--- src/rtl/tel_session.sv ---
// ---------------------------------------------------------------------------
// tel_session
//
// Telephone call session controller. One call is tracked from the ring
// through the conversation, where the two parties take turns sending
// characters, to a cost display. Each character sent adds a charge to a
// saturating accumulator. DEL (0x7F) hands the turn to the other party.
//
// Ports
//   clk            rising-edge clock
//   rst            asynchronous, active-high reset
//   startCall      request: begin ringing (honoured only in IDLE)
//   answerCall     request: callee answers while ringing
//   endCallCaller  request: caller hangs up
//   endCallCallee  request: callee hangs up or rejects
//   sendCharCaller request: caller sends charSent (honoured only in CALLER)
//   sendCharCallee request: callee sends charSent (honoured only in CALLEE)
//   charSent       ASCII character that goes with a send request
//   statusMsg      8-character ASCII status, first character in [63:56]
//   sentMsg        MSG_CHARS-character message window, or the call cost
//                  as uppercase hex digits while in COST
// ---------------------------------------------------------------------------
module tel_session #(
    parameter int MSG_CHARS     = 8,
    parameter int RING_CYCLES   = 10,
    parameter int REJECT_CYCLES = 10,
    parameter int COST_CYCLES   = 10,
    parameter int LETTER_COST   = 2,
    parameter int DIGIT_COST    = 1,
    parameter int COST_WIDTH    = 32
) (
    input  logic                   clk,
    input  logic                   rst,
    input  logic                   startCall,
    input  logic                   answerCall,
    input  logic                   endCallCaller,
    input  logic                   endCallCallee,
    input  logic                   sendCharCaller,
    input  logic                   sendCharCallee,
    input  logic [7:0]             charSent,
    output logic [63:0]            statusMsg,
    output logic [8*MSG_CHARS-1:0] sentMsg
);

    localparam int MSG_W = 8 * MSG_CHARS;

    // The dwell counter only ever counts up to the longest timed state - 1.
    localparam int CNT_MAX_A = (RING_CYCLES > REJECT_CYCLES) ? RING_CYCLES : REJECT_CYCLES;
    localparam int CNT_MAX   = (CNT_MAX_A > COST_CYCLES) ? CNT_MAX_A : COST_CYCLES;
    localparam int CNT_W     = (CNT_MAX > 2) ? $clog2(CNT_MAX) : 1;

    localparam logic [CNT_W-1:0] RING_LAST   = CNT_W'(RING_CYCLES - 1);
    localparam logic [CNT_W-1:0] REJECT_LAST = CNT_W'(REJECT_CYCLES - 1);
    localparam logic [CNT_W-1:0] COST_LAST   = CNT_W'(COST_CYCLES - 1);

    localparam logic [MSG_W-1:0]    SPACES     = {MSG_CHARS{8'h20}};
    localparam logic [COST_WIDTH:0] LETTER_ADD = (COST_WIDTH + 1)'(LETTER_COST);
    localparam logic [COST_WIDTH:0] DIGIT_ADD  = (COST_WIDTH + 1)'(DIGIT_COST);

    typedef enum logic [2:0] {
        S_IDLE,
        S_RINGING,
        S_REJECTED,
        S_CALLER,
        S_CALLEE,
        S_COST
    } state_t;

    state_t                  state_q, state_d;
    logic [CNT_W-1:0]        cnt_q, cnt_d;
    logic [COST_WIDTH-1:0]   cost_q, cost_d;
    logic [MSG_W-1:0]        msg_q, msg_d;

    // -----------------------------------------------------------------------
    // Character classification and saturating cost update
    // -----------------------------------------------------------------------
    logic                  is_print;
    logic                  is_digit;
    logic                  is_del;
    logic [COST_WIDTH:0]   cost_sum;
    logic [COST_WIDTH-1:0] cost_sat;

    assign is_print = (charSent >= 8'h20) && (charSent <= 8'h7E);
    assign is_digit = (charSent >= 8'h30) && (charSent <= 8'h39);
    assign is_del   = (charSent == 8'h7F);

    // DEL is charged as a letter; a printable digit costs DIGIT_COST.
    assign cost_sum = {1'b0, cost_q} + ((is_print && is_digit) ? DIGIT_ADD : LETTER_ADD);
    // The carry out of the extended sum means the accumulator would wrap.
    assign cost_sat = cost_sum[COST_WIDTH] ? {COST_WIDTH{1'b1}} : cost_sum[COST_WIDTH-1:0];

    // -----------------------------------------------------------------------
    // Cost rendered as hex ASCII, one digit per message character
    // -----------------------------------------------------------------------
    logic [4*MSG_CHARS-1:0] cost_ext;
    logic [MSG_W-1:0]       cost_hex;

    assign cost_ext = (4 * MSG_CHARS)'(cost_q);

    generate
        for (genvar gi = 0; gi < MSG_CHARS; gi++) begin : g_hex
            logic [3:0] nib;
            assign nib = cost_ext[4*gi +: 4];
            // 0x37 + 10 = 'A', so letters need no separate table.
            assign cost_hex[8*gi +: 8] = (nib < 4'd10) ? (8'h30 + {4'b0000, nib})
                                                       : (8'h37 + {4'b0000, nib});
        end
    endgenerate

    // -----------------------------------------------------------------------
    // State register
    // -----------------------------------------------------------------------
    always_ff @(posedge clk or posedge rst) begin
        if (rst) begin
            state_q <= S_IDLE;
            cnt_q   <= '0;
            cost_q  <= '0;
            msg_q   <= SPACES;
        end else begin
            state_q <= state_d;
            cnt_q   <= cnt_d;
            cost_q  <= cost_d;
            msg_q   <= msg_d;
        end
    end

    // -----------------------------------------------------------------------
    // Next-state logic
    // -----------------------------------------------------------------------
    logic own_send;

    // Only the party whose turn it is may send.
    assign own_send = (state_q == S_CALLER) ? sendCharCaller : sendCharCallee;

    always_comb begin
        state_d = state_q;
        cnt_d   = cnt_q;
        cost_d  = cost_q;
        msg_d   = msg_q;

        unique case (state_q)
            S_IDLE: begin
                if (startCall) begin
                    state_d = S_RINGING;
                    cnt_d   = '0;
                    cost_d  = '0;
                    msg_d   = SPACES;
                end
            end

            S_RINGING: begin
                if (endCallCaller) begin
                    state_d = S_IDLE;
                    cnt_d   = '0;
                end else if (endCallCallee) begin
                    state_d = S_REJECTED;
                    cnt_d   = '0;
                end else if (answerCall) begin
                    state_d = S_CALLER;
                    cnt_d   = '0;
                end else if (cnt_q == RING_LAST) begin
                    state_d = S_IDLE;
                    cnt_d   = '0;
                end else begin
                    cnt_d = cnt_q + 1'b1;
                end
            end

            S_REJECTED: begin
                if (cnt_q == REJECT_LAST) begin
                    state_d = S_IDLE;
                    cnt_d   = '0;
                end else begin
                    cnt_d = cnt_q + 1'b1;
                end
            end

            S_CALLER, S_CALLEE: begin
                // Hanging up wins over a character sent in the same cycle.
                if (endCallCaller || endCallCallee) begin
                    state_d = S_COST;
                    cnt_d   = '0;
                end else if (own_send && is_print) begin
                    msg_d  = {msg_q[MSG_W-9:0], charSent};
                    cost_d = cost_sat;
                end else if (own_send && is_del) begin
                    msg_d   = SPACES;
                    cost_d  = cost_sat;
                    state_d = (state_q == S_CALLER) ? S_CALLEE : S_CALLER;
                end
            end

            S_COST: begin
                if (cnt_q == COST_LAST) begin
                    state_d = S_IDLE;
                    cnt_d   = '0;
                    // Leave a blank window behind so IDLE never shows a stale message.
                    msg_d   = SPACES;
                end else begin
                    cnt_d = cnt_q + 1'b1;
                end
            end

            default: begin
                state_d = S_IDLE;
                cnt_d   = '0;
                cost_d  = '0;
                msg_d   = SPACES;
            end
        endcase
    end

    // -----------------------------------------------------------------------
    // Outputs
    // -----------------------------------------------------------------------
    always_comb begin
        statusMsg = "IDLE    ";
        unique case (state_q)
            S_IDLE:     statusMsg = "IDLE    ";
            S_RINGING:  statusMsg = "RINGING ";
            S_REJECTED: statusMsg = "REJECTED";
            S_CALLER:   statusMsg = "CALLER  ";
            S_CALLEE:   statusMsg = "CALLEE  ";
            S_COST:     statusMsg = "COST    ";
            default:    statusMsg = "IDLE    ";
        endcase
    end

    assign sentMsg = (state_q == S_COST) ? cost_hex : msg_q;

endmodule

--- config.mk ---
export PLATFORM = sky130hd
export DESIGN_NAME = tel_session
export DESIGN_NICKNAME = d
export VERILOG_FILES = /design/src/rtl/tel_session.sv
export SDC_FILE = /design/constraint.sdc
export NUM_CORES = 1
export LEC_CHECK = 0
export CELL_PAD_IN_SITES_DETAIL_PLACEMENT = 1
export CELL_PAD_IN_SITES_GLOBAL_PLACEMENT = 2
export CORE_AREA = 2 2 164 166
export CTS_CLUSTER_DIAMETER = 120
export CTS_CLUSTER_SIZE = 10
export DETAILED_ROUTE_END_ITERATION = 10
export DIE_AREA = 0 0 166 168
export PLACE_DENSITY = 0.8
export SYNTH_ARGS = -nofsm -noshare
export SYNTH_HDL_FRONTEND = slang
export SYNTH_SLANG_ARGS = --single-unit
--- constraint.sdc ---
create_clock -name clk -period 3.7 [get_ports clk]
set_input_delay 0.925 -clock clk [delete_from_list [all_inputs] [get_ports clk]]
set_output_delay 0.925 -clock clk [all_outputs]
set_load 0.05 [all_outputs]
-- Yosys cells after proc, flatten, opt, wreduce, memory -nomap -nowiden
Index checks and enable logic that the tools add are counted.
- bits in registers: 103
- input bits: 16
- output and inout port bits: 128
- word-level logic and storage cells: 106
- $add $sub $neg: 18
- $lt $le $gt $ge: 12
- eq/ne operators: 14
- multiplexer cells: 41
- bitwise gates (word level): 2
- reduce and logical (&&, ||, !) cells: 15
- operator list (kind ; count):
    $mux 64 ; 6
    $pmux 61 s5 ; 1
    $pmux 64 s4 ; 1
    $mux 32 ; 5
    $add 6x4->7 const A ; 16
    $pmux 32 s3 ; 1
    $mux 7 ; 8
    $add 32x2->33 ; 1
    $lt 4x4->1 const B ; 8
    $mux 3 ; 9
    $mux 4 ; 6
    $ge 8x6->1 const B ; 2
    $pmux 4 s4 ; 1
    $pmux 3 s4 ; 1
    $ne 3x3->1 const B ; 3
    $eq 8x7->1 const B ; 1
    $le 8x6->1 const B ; 1
    $le 8x7->1 const B ; 1
    $ne 2x2->1 const B ; 4
    $eq 3x2->1 const B ; 2
    $eq 3x3->1 const B ; 2
    $reduce_or 2->1 ; 3
    $logic_and 1x1->1 ; 5
    $reduce_and 5->1 ; 1
    other kinds (12) ; 13

-- Logic depth before layout (Yosys ltp)
Gate-level depths: netlist of run 1.
- depth in word-level cells: 10
- gate-level depth with buffers: 13
- mapped depth without buffers: 11

-- Least setup slack after synthesis of run 1
No wires, ideal clock.
- path type: reg2out
- start point: register state_q[1]
- end point: output port statusMsg[59]
- arrival: 3276 ps
- data required time: 2775 ps
- path slack: -501 ps
- stages on the path, launching flop included: 8
- path buffers: 2
- cell sequence: dfrtp_1 > buf_2 > and2b_1 > and2_0 > clkbuf_1 > inv_1 > nand3_1 > inv_1
- longest elaborated chain between the ends: 2
- elaborated cells between the ends (all ways): 6
- those cells by class: eq/ne (5); mux (1)
- ends and longest elaborated chain (item ; RTL line ; text):
    start, declared ; 69 ; state_t state_q, state_d;
    start signal, assigned ; 120 ; state_q <= state_d;
    $eq 3x3->1, or another cell as far along ; 218 ; unique case (state_q)
    $pmux 61 s5 * ; 218 ;
    end, declared ; 41 ; output logic [63:0] statusMsg,
Mark *: on every way between the ends. The rest lies on a longest branch, timed or not.

-- Worst setup path after layout of run 1
- start point: input port charSent[7]
- end point: register cost_q[21], in the netlist cost_ext[21]
- longest elaborated chain between the ends: 10
- elaborated cells between the ends (all ways): 19
- those cells by class: add/sub (1); order compare (4); eq/ne (2); mux (6); reduce/logical (6)
- ends and longest elaborated chain (item ; RTL line ; text):
    start, declared ; 40 ; input logic [7:0] charSent,
    $ge 8x6->1, or another cell as far along ; 83 ; assign is_print = (charSent >= 8'h20) && (charSent <= 8'h7E);
    $logic_and 1x1->1 (on tied branches) ; 83, 84 ;
    $logic_and 1x1->1 ; 88 ; assign cost_sum = {1'b0, cost_q} + ((is_print && is_digit) ? DIGIT_ADD : LETTER_ADD);
    $mux 2 ; 88 ;
    $add 32x2->33 ; 88 ;
    $mux 32 ; 90 ; assign cost_sat = cost_sum[COST_WIDTH] ? {COST_WIDTH{1'b1}} : cost_sum[COST_WIDTH-1:0];
    $mux 32 ; 186 ; end else if (own_send && is_del) begin
    $mux 32 ; 183 ; end else if (own_send && is_print) begin
    $mux 32 ; 180 ; if (endCallCaller || endCallCallee) begin
    $pmux 32 s3 ; 141 ; unique case (state_q)
    end signal, assigned ; 122 ; cost_q <= cost_d;
    end, declared ; 71 ; logic [COST_WIDTH-1:0] cost_q, cost_d;
Several ways; a longest one is shown, not always the timed one. The select of a mux whose other input is x is not followed.
A chain may end at the register's enable or synchronous reset.

==> results of run 1 <==
-- layout make-up --
class	count	share of cell area (%)
Timing Repair Buffer	174	24.06
Inverter	45	1.859
Sequential cell	103	27.65
Tap cell	341	4.560
Multi-Input combinational cell	661	38.69
Clock inverter	6	0.6285
Clock buffer	10	2.554
-- state kept, by name, summed over array words and instances, names as in the netlist --
register	count
cnt_q	4
cost_ext	32
msg_q	64
state_q	3
-- routing by layer --
layer / global-route usage [%] / part of all wire [%] / up-vias
li1: - / - / 3191
met1: 21.54 / 47 / 3152
met2: 27.08 / 48 / 114
met3: 2.468 / 3.9 / 17
met4: 3.478 / 1.1 / 2
met5: 0 / 0.031 / -
-- worst reg2reg max path, delay by kind of cell (launching register included) --
family	cells	cell delay [ns]
and+or+nand+nor	3	1.10
DFF	1	0.48
AOI/OAI and AO/OA	2	0.45
muxes	1	0.33
buffers and inverters	1	0.23
-- stage by stage --
step | worst slack (ns) | utilization [%] | hold WS [ns] | cell area (µm²) | setup TNS [ns]
2_1_floorplan | -0.4430 | - | 0.4474 | 7027 | -2.736
3_3_place_gp | -0.2161 | 34.12 | 0.4580 | 8990 | -4.119
3_5_place_dp | -0.3442 | 34.12 | 0.4626 | 8990 | -6.769
4_1_cts | 0.03319 | 35.25 | 0.4739 | 9288 | 0
5_1_grt | 0.01825 | 35.51 | 0.5053 | 9356 | 0
6_report | 0.1601 | 35.51 | 0.4710 | 9356 | 0
-- timing repair --
action | 4_1_cts | 5_1_grt
setup buffers | 0 | 3
gates resized for setup | 0 | 8
setup endpoints to repair | 0 | 33
-- Yosys cell counts, drive strengths merged (4+ instances only) --
| cell | instances |
|---|---|
| and2 | 15 |
| a31oi | 17 |
| dfstp | 8 |
| or3 | 8 |
| buf | 76 |
| a21oi | 52 |
| o21bai | 6 |
| o21ai | 136 |
| o41ai | 6 |
| and3 | 8 |
| clkbuf | 29 |
| o21a | 10 |
| nor3 | 16 |
| nand3b | 5 |
| a211oi | 6 |
| nor2 | 33 |
| dfrtp | 95 |
| nand4 | 15 |
| nand3 | 27 |
| ha | 19 |
| xnor2 | 9 |
| nand2 | 196 |
| a21o | 11 |
| or4 | 4 |
| inv | 45 |
-- final timing paths --
check                                       start                  endpoint  slack [ns]  depth (start not counted)
min in group asynchronous                     rst   cost_ext[3]$_DFFE_PP0P_        1.01                          2
min reg2reg                 msg_q[61]$_DFFE_PP1P_     msg_q[61]$_DFFE_PP1P_        0.47                          2
max                                   charSent[7]  cost_ext[21]$_DFFE_PP0P_        0.16                         13
max in group asynchronous                     rst      msg_q[5]$_DFFE_PP1P_        1.90                          3
min                         msg_q[61]$_DFFE_PP1P_     msg_q[61]$_DFFE_PP1P_        0.47                          2
max reg2reg                state_q[0]$_DFFE_PP0P_  cost_ext[25]$_DFFE_PP0P_        1.01                          7
-- power by group through the flow --
| stage | Combinational, mW | Clock (mW) | Sequential, mW |
|---|---|---|---|
| after detailed placement | 3.46 | 0 | 1.24 |
| after CTS | 3.46 | 1.02 | 1.22 |
| after floorplan | 2.39 | 0 | 1.22 |
| after global routing | 3.62 | 1.06 | 1.23 |
| final | 3.43 | 0.991 | 1.22 |
| after global placement | 3.42 | 0 | 1.24 |
-- logic make-up (layout without fill, tap and decap cells) --
kind of cell,Yosys count,count (layout)
multiplexers,1,1
XOR/XNOR,9,9
AND/OR/NAND/NOR,340,340
flip-flops,103,103
adder cells (fa/ha/maj),20,20
buffers and inverters,150,235
other,2,26
AO/OA/AOI/OAI,265,265
==> results.txt, run 1 <==
* Top library cells by usage in the layout, fill and taps aside: nand2_1 (195), o21ai_0 (114), dfrtp_1 (95)
* Worst Path Class, Setup: in -> reg
- Cell type with the highest aggregate area in the netlist: dfrtp_1
* Iteration count of the initial detailed-routing pass: 4
- Number of buffers inserted for hold repair after clock tree synthesis: 0
- By area, the combinational part of the netlist is dominated by simple AND/OR/NAND/NOR gates.
- Top_reg_cell synth: dfrtp_1
* Sort of element at the end of the critical path: register
- Synthesis produced a little under 900 cells.
- Via density: between 4 and 5
- Standard-cell rows: 60
- TritonCTS built the clock tree.
- The share of the Yosys chip area taken by registers is 37.31%.
- In this run, synthesis inferred 0 flip-flops with an integrated enable.
- Most repeated library cell on the critical path: a21oi_1
* Multi-input logic area: 0.003620 mm²
- Wire length per cell after detailed routing: 16.72 µm
- Of the total synthesized cell area, the portion taken by AND, OR, NAND and NOR gates is 22.84%.
* Comb pwr share: 60.8%
- Combined buffer and inverter count along the critical path: 3
- The first global-routing pass estimated ~36000 µm of wire.
- Clock Power Share: 17.5%
- Proportion of layout cells with a drive suffix above 1: 18.32%
- Number of sinks handled by clock tree synthesis: 103
- Of all nets on the critical path, the largest fanout is 5.
- The floorplan step defined a die boundary enclosing 0.02789 mm².
- Worst Clk Skew: 0.008127 ns
- Cell chosen for the clock root: clkbuf_16
- Summing the areas of all compound-gate instances in the mapped netlist gives between 20 and 25% of the synthesized area.
- GRT Overall Usage: 15.96%
- Post-detailed-route count of antenna-violating nets: 0
- Clock latency reported for the late side of the worst-skew pair: 0.36 ns
- At the end of routability-driven placement, the weighted congestion stood at 0.7965.
* Post-Synthesis Cell Area: 0.006935 mm²
* DIE WIDTH: 166 µm
* Number of antenna violations at the first check in global routing: 1
- Cells after DPL: 1320
* WL final: 22410 µm
- In this run the worst hold path is classified as reg -> reg.
* Non-filler instance count after layout: 1340
* Register area: 0.002587 mm²
- After floorplanning, the core was sized to cover between 0.02 and 0.03 mm².
* Worst path max stage delay: 0.57 ns
- Global route overflow: 0
- Proportion of total power due to net switching: 50.50%
* Input/output buffers: 117
* Number of slew-limit violations in the final report: 0
* HPWL reported at the end of detailed placement: 16550 µm
- Worst max-slew margin expressed relative to the limit: 34.26%
* Number of different library cells in the post-synthesis netlist: between 60 and 70
- After Yosys synthesis, XOR and XNOR cells account for 1.137% of the synthesized area.
- Clock tree synthesis inserted a total of 9 buffers.
- The average instance in the mapped netlist occupies 7.793 µm².
- Part of the total power dissipated in sequential elements: about 22%
- 0 antenna diodes ended up in the layout.
* Cell type of the slowest stage on the worst timing path: or4_4
- The area growth from synthesis to layout is 34.91%.
- Summed over all cells, the static leakage comes to 3.977 nW.
- Summed over all nets, the switching power comes to 2.851 mW.
* Worst VDD drop: 0.4282 mV
- Power density normalized to cell area: 603.2 mW/mm²
* RSZ-0062 raised after global routing: false
* Pin count of the biggest net entering global routing: 67
- After Yosys synthesis, full adders, half adders and majority gates account for 3.716% of the synthesized area.
- Leaving out fill and tap cells, the most frequent cell in the layout is nand2_1.
- Nets@finish: between 1k and 1.5k
- For this block, the initial DRC count from the detailed router was 330.
- For this run, the number of Yosys warnings is 0.
- Tightest Pin Transition: 0.9861 ns
- The kind of cell with the highest combined delay along the critical path is simple AND/OR/NAND/NOR gates.
- Critical Path Source Type: input port
* Flip-flop and latch count after synthesis: 103
* Count of pins on the block boundary: ~140
- Cells along the critical path: clkdlybuf4s50_1 > nand3b_1 > or3_1 > inv_1 > ha_1 > fa_1 > and3_1 > nand3_2 > or4_4 > buf_4 > nand3_1 > a21oi_1 > a21oi_1
* F_max: around 280 MHz
- The run finished with clean final reports.
- For the worst setup path, the data required time is 3.98 ns.
- Clock-pin slew was measured on the worst setup and hold paths at 0.07 ns.
- The number of hold violations in the final report came to 0.
- In the synthesized netlist, mux cells make up less than 1% of the area.
- The routed layout has roughly 6.5k vias.
- Min Clock Period, post-route: 3.540 ns
* Fillcell total: 3082
- Via count of the first global-routing pass: 6552
- For this configuration, the core starts out at a cell density of 26.32%.
* Largest cells by area after synthesis: dfrtp_1 (34%), nand2_1 (11%), o21ai_0 (8.2%), buf_4 (6.0%), a21oi_1 (3.6%)
* Portion of the clock cycle consumed by the worst path in the final layout: 95.67%
- Number of design rule violations left after detail routing: 0
* Number of max-cap violations: 0
- Pwr Total: ~5.6 mW
- Maximum clock path buffer count: 2
* Final setup viols: 0
* Vertical die dimension: 168 µm
- Critical path data arrival time: 3.82 ns
* Post-synthesis async set-or-reset flop share: 100.0%
* Design internal power: 2.794 mW
- H-tree depth reported by CTS: 3
* Fraction of synthesized cell area taken by the top area cell type: 34.28%
(Power assumes the default switching activity.)
==> run 2: changes to the inputs <==
CELL_PAD_IN_SITES_DETAIL_PLACEMENT = unset   (was 1)
CELL_PAD_IN_SITES_GLOBAL_PLACEMENT = unset   (was 2)
CORE_AREA = 2 2 128 130   (was 2 2 164 166)
DIE_AREA = 0 0 130 132   (was 0 0 166 168)
PLACE_DENSITY = 0.77   (was 0.8)
SLEW_MARGIN = 10   (was unset)
==> results.txt, run 2 (synthesis gave the netlist of run 1 again) <==
* Run status: finished clean
- Once routing completed, OpenROAD measured the worst setup slack at 0.1027 ns.
- N_diodes: 0
- Among the stages of the critical path, the cell type that occurs most often is buf_4.
- For this design, the sink count on the clock tree is 103.
- At the pin with the least slew margin, the transition time is 0.9914 ns.
* F_max: 278.0 MHz
- The layout has 1435 filler cells.
- Register area: 0.002587 mm²
- Net switching component of the power: 2.790 mW
- The initialized floorplan defines 46 standard-cell rows.
- Final setup viols: 0
- Port buffering added 117 buffers.
- Worst hold slack across all endpoints: 0.4821 ns
- The routed design could run at a clock period as short as between 3 and 4 ns.
* CTS buffer count: 9
- Once placement completed, the tool counted placed cells totaling 1185.
- The number of global-route vias before repair is 5987.
* Critical Path Source Type: input port
- In this run the static leakage power is 3.795 nW.
- At the worst endpoint, the arrival time is 3.85 ns.
* Proportion of layout cells with a drive suffix above 1: between 10% and 20%
- Worst max-slew margin expressed relative to the limit: 33.90%
* Nets@finish: 1016
- Gp weighted congestion: 0.8952
- Overall via count from detail_route: 6580
* Comb pwr share: 59.7%
* Number of max-cap violations: 0
* Iteration count of the initial detailed-routing pass: 5
* Clock Power Share: approximately a fifth
* Final Hold Fails: 0
- CP Data Required Time: 3.95 ns
- Worst R2R Setup Slack: a little over 0.9 ns
- Via density: 5.479
- The clock passes through at most 2 buffers.
- TritonCTS built the clock tree.
- Number of antenna violations at the first check in global routing: 0
- Count of pins on the block boundary: 144
- After detailed routing, the number of remaining DRC violations is 0.
- Critical path peak fanout: 4
* Portion of the clock cycle consumed by the worst path in the final layout: 97.23%
* Cell type of the slowest stage on the worst timing path: or4_4
- Once detailed placement completed, the half-perimeter wirelength came to 13550 µm.
- Top library cells by usage in the layout, fill and taps aside: nand2_1 (195), o21ai_0 (114), dfrtp_1 (95)
* DIE WIDTH: ~130 µm
* Wire length per cell after detailed routing: 15.68 µm
- Flip-flop count of the largest register after layout: 64
- Full die area: 0.01716 mm²
- The first global-routing pass estimated 30570 µm of wire.
- Worst-path clk slew: about 0.070 ns
- Worst Path Class, Setup: in -> reg
- The H-tree was split into 3 levels.
- Number of DRC markers in iteration 0: 564
* WL final: 18830 µm
- Design internal power: 2.884 mW
* Worst Hold Class: reg -> reg
- The die is approximately 130 µm tall.
- At the end of the flow the core is filled with cells to a little under three fifths.
- After the flow finishes, the layout carries non-filler instances totaling about 1.2k.
* Sort of element at the end of the critical path: register
- Post-Place Worst Slack: -0.2683 ns
- Clock latency reported for the late side of the worst-skew pair: 0.36 ns
* Pin count of the biggest net entering global routing: 62
- Counting flops per register, the top entry is msg_q.
- Global routing finished with a remaining overflow of 0.
- Commonest non-fill, non-tap cell in the layout: nand2_1
* Worst VDD drop: 0.7643 mV
- GRT Overall Usage: 22.27%
- Post-detailed-route count of antenna-violating nets: 0
* Proportion of total power due to net switching: 49.17%
- Worst Clk Skew: 0.008301 ns
- Cells along the critical path: clkdlybuf4s50_1 > nand3b_1 > or3_1 > inv_1 > ha_1 > buf_4 > a21oi_1 > or4_4 > buf_4 > nor2_1 > and3_4 > a311oi_1 > a211oi_1
* Starting density of the core: 44.14%
- The max-slew violation count came to 0.
- Cell chosen for the clock root: clkbuf_16
- Part of the total power dissipated in sequential elements: 21.5%
- Floorplan core area: 0.01571 mm²
- P&R area growth vs syn: 25.98%
- Multi-input logic area: 0.003616 mm²
- Power density normalized to cell area: 649.4 mW/mm²
- Worst path max stage delay: roughly 0.57 ns
- Number of buffers inserted for hold repair after clock tree synthesis: 0
==> run 2: changes by cell type in the layout (fill, tap and decap cells not counted), sizes merged <==
cell,before,now
clkinvlp,0,1
clkinv,4,1
buf,132,115
clkdlybuf4s50,41,45
clkdlybuf4s15,1,0
clkbuf,10,13
bufinv,1,2
inv,46,44
==> run 2: routing by layer <==
layer / up-vias / global-route usage, % / routed length [µm]
met5: - / 0 / 0
met4: 0 / 6.153 / 302
met3: 25 / 4.099 / 1423
met1: 3099 / 31.97 / 8252
li1: 3173 / - / -
met2: 283 / 34.41 / 8855
==> run 2: final timing paths <==
| kind | startpoint | to | cells after the start |
|---|---|---|---|
| max in group asynchronous | rst | cost_ext[25]$_DFFE_PP0P_ | 3 |
| worst max-delay path | charSent[7] | cost_ext[25]$_DFFE_PP0P_ | 13 |
| worst max register to register | state_q[0]$_DFFE_PP0P_ | cost_ext[25]$_DFFE_PP0P_ | 7 |
| worst min-delay path | msg_q[53]$_DFFE_PP1P_ | msg_q[53]$_DFFE_PP1P_ | 2 |
| worst min register to register | msg_q[53]$_DFFE_PP1P_ | msg_q[53]$_DFFE_PP1P_ | 2 |
| min in group asynchronous | rst | msg_q[2]$_DFFE_PP0P_ | 2 |
==> run 2: area by class of cell <==
cell class | instances | share of cell area, %
repair buffers | 160 | 20.19
clock inverters | 3 | 0.7733
well taps | 216 | 3.093
multi-input cells | 661 | 41.39
flip-flops and latches | 103 | 29.61
inverters | 45 | 1.962
clock buffers | 13 | 2.979
==> run 2: power by group through the flow <==
stage / combinational, mW / clock [mW] / sequential [mW]
floorplan: 2.39 / 0 / 1.22
global placement: 3.35 / 0 / 1.24
detailed placement: 3.38 / 0 / 1.24
CTS: 3.39 / 1.08 / 1.22
global route: 3.56 / 1.12 / 1.23
finish: 3.39 / 1.07 / 1.22
==> run 2: stage by stage <==
stage | instance area, µm² | power (mW) | TNS [ns]
after floorplan | 7027 | 3.618 | -2.736
after global placement | 8381 | 4.595 | -1.566
after detailed placement | 8381 | 4.621 | -4.774
after CTS | 8708 | 5.695 | 0
after global routing | 8737 | 5.909 | -0.006776
final | 8737 | 5.674 | 0
==> run 2: timing repair <==
| action | 4_1_cts | 5_1_grt |
|---|---|---|
| hold endpoints to repair | 0 | 0 |
| setup buffers | 0 | 0 |
| setup endpoints to repair | 0 | 15 |
| resized for setup | 0 | 6 |
==> run 2: critical path: cells and delay by family <==
kind                       cells  cell delay (ns)
buffers and inverters          4             0.80
AOI/OAI and AO/OA              3             0.39
adders and majority gates      1             0.19
and+or+nand+nor                5             1.55
==> run 3: changes to the inputs <==
CTS_BUF_LIST = sky130_fd_sc_hd__clkbuf_2 sky130_fd_sc_hd__clkbuf_4 sky130_fd_sc_hd__clkbuf_8   (was unset)
==> results.txt, run 3 (synthesis gave the netlist of run 1 again) <==
- The worst setup path is launched from an input port.
- The routed design has 18680 µm of wire.
- Maximum clock path buffer count: 2
- 0 antenna diodes ended up in the layout.
- Based on the critical path, the design can be clocked at up to about 270 MHz.
- Cells fill 54.85% of the core in the end.
- Worst Hold Class: reg -> reg
* Top library cells by usage in the layout, fill and taps aside: nand2_1 (195), o21ai_0 (114), dfrtp_1 (95)
- The register with the most flip-flops in the layout has 64 of them.
* Iteration count of the initial detailed-routing pass: 7
* HPWL reported at the end of detailed placement: 13550 µm
- CTS tree: done
- Worst-path clk slew: 0.09 ns
* Cell chosen for the clock root: clkbuf_8
* RSZ-0062 raised after global routing: true
* Resize count post-CTS: 0
- The H-tree was split into 3 levels.
- Vertical die dimension: roughly 130 µm
- The initial antenna violation count came to 0.
* Gp weighted congestion: around 0.90
- Worst setup path start: charSent[7]
- Global routing consumed, over all layers together, 22.02% of the routing resources.
- The analysis attributes to cell leakage a power of 3.758 nW.
- Area after DPL: 0.008381 mm²
* Power density normalized to cell area: ~630 mW/mm²
* Top register by number of flip-flops: msg_q
- The worst register-to-register path has a depth of 7.
- Number of design rule violations left after detail routing: 0
- Tightest Pin Transition: 0.9993 ns
- Worst max-slew margin expressed relative to the limit: between 30% and 40%
- Input/output buffers: 117
* Standard-cell rows: 46
- Endpoint of the most critical setup path: cost_ext[25]$_DFFE_PP0P_
- The run finished with clean final reports.
- Critical R2R Launch: state_q[0]$_DFFE_PP0P_
- Buffers added to address setup during post-CTS repair amount to 0.
- DIE WIDTH: around 130 µm
* Overall via count from detail_route: 6573
- After routing the design area is between 0.008 and 0.009 mm².
* Pwr Total: 5.445 mW
* Sort of element at the end of the critical path: register
- Number of DRC markers in iteration 0: 511
- Worst R2R Setup Slack: 0.90 ns
* Number of sinks handled by clock tree synthesis: between 100 and 150
* Non-filler instance count after layout: approximately 1.2k
- Worst Path Class, Setup: in -> reg
- Proportion of layout cells with a drive suffix above 1: 16.24%
- The worst hold path was traced through 2 stages.
- After detailed routing, the number of vias per cell comes to 5.473.
- Critical path peak fanout: 4
- Number of slew-limit violations in the final report: 0
- Portion of the clock cycle consumed by the worst path in the final layout: slightly below 100%
* Pin count of the biggest net entering global routing: 62
- Critical path data arrival time: 3.93 ns
- Starting density of the core: 44.14%
* Critical register-to-register path endpoint: cost_ext[25]$_DFFE_PP0P_
- The detail route stage leaves a number of antenna-violating nets equal to 0.
- Nets@finish: 1016
- Global-route wire length before repair: 30350 µm
- The number of hold violations in the final report is 0.
* Commonest non-fill, non-tap cell in the layout: nand2_1
- Post-Place Worst Slack: -0.2683 ns
- Worst VDD drop: approximately 0.76 mV
* Clock latency reported for the late side of the worst-skew pair: 0.39 ns
* Floorplan core area: 0.01571 mm²
- Worst Clk Skew: 0.01229 ns
- Number of max-cap violations: 0
- In this run, post-CTS hold repair placed 0 buffers.
- After global routing the overflow that remains totals 0.
- Final setup viols: 0
- The number of placed instances, taps included, is 1185.
- TritonCTS created 9 clock buffers.
- Setup slack on the critical path of the routed design comes to roughly 0.053 ns.
* Wire length per cell after detailed routing: approximately 16 µm
* Full die area: ~0.017 mm²
- Count of pins on the block boundary: 144
* Fillcell total: between 1k and 1.5k
- The number of global-route vias before repair was ~6k.
- CP Data Required Time: 3.98 ns
- The clock period could shrink to 3.647 ns.
- P&R area growth vs syn: 24.26%
run 3: cell counts in the layout (fill, tap and decap cells not counted):
Identical to the previous run, type by type.
run 3: metal layers:
metal | vias to the layer above | routed length (µm) | GRT usage (%)
met2 | 281 | 8734 | 34.09
met5 | - | 0 | 0
li1 | 3173 | - | -
met1 | 3092 | 8364 | 31.84
met4 | 0 | 274 | 5.376
met3 | 27 | 1305 | 4.099
run 3: area by class of cell:
| type | instances | area [µm²] | share of cell area (%) |
|---|---|---|---|
| well taps | 216 | 270.3 | 3.136 |
| multi-input cells | 661 | 3591 | 41.67 |
| clock buffers | 13 | 166.4 | 1.931 |
| clock inverters | 3 | 67.56 | 0.7840 |
| repair buffers | 160 | 1764 | 20.47 |
| flip-flops and latches | 103 | 2587 | 30.02 |
| inverters | 45 | 171.4 | 1.989 |
run 3: where the power goes:
part | switching [mW] | total [mW] | leakage, nW | internal [mW]
sequential | 0.0556 | 1.22 | 1.41 | 1.17
clock | 0.405 | 0.839 | 0.117 | 0.434
combinational | 2.30 | 3.38 | 2.24 | 1.09
run 3: critical path: stages:
cell,delay (ns)
clkdlybuf4s50_1,0.41
nand3b_1,0.17
or3_1,0.45
inv_1,0.09
ha_1,0.20
fa_1,0.22
and3_1,0.23
nand3_2,0.10
or4_1,0.61
a21oi_2,0.18
nor2_1,0.07
a211oi_1,0.28
run 3: how the worst min path moves through the flow:
stage                                from                     to  slack [ns]
global route        msg_q[13]$_DFFE_PP1P_  msg_q[13]$_DFFE_PP1P_        0.50
CTS                 msg_q[53]$_DFFE_PP1P_  msg_q[53]$_DFFE_PP1P_        0.49
floorplan           msg_q[63]$_DFFE_PP0P_  msg_q[63]$_DFFE_PP0P_        0.45
global placement    msg_q[61]$_DFFE_PP1P_  msg_q[61]$_DFFE_PP1P_        0.46
detailed placement  msg_q[57]$_DFFE_PP0P_  msg_q[57]$_DFFE_PP0P_        0.47
finish              msg_q[53]$_DFFE_PP1P_  msg_q[53]$_DFFE_PP1P_        0.48
run 3: stage by stage:
step           setup TNS [ns]  hold slack, ns
2_1_floorplan          -2.736          0.4474
3_3_place_gp           -1.566          0.4587
3_5_place_dp           -4.774          0.4713
4_1_cts                     0          0.4877
5_1_grt               -0.1494          0.5044
6_report                    0          0.4841
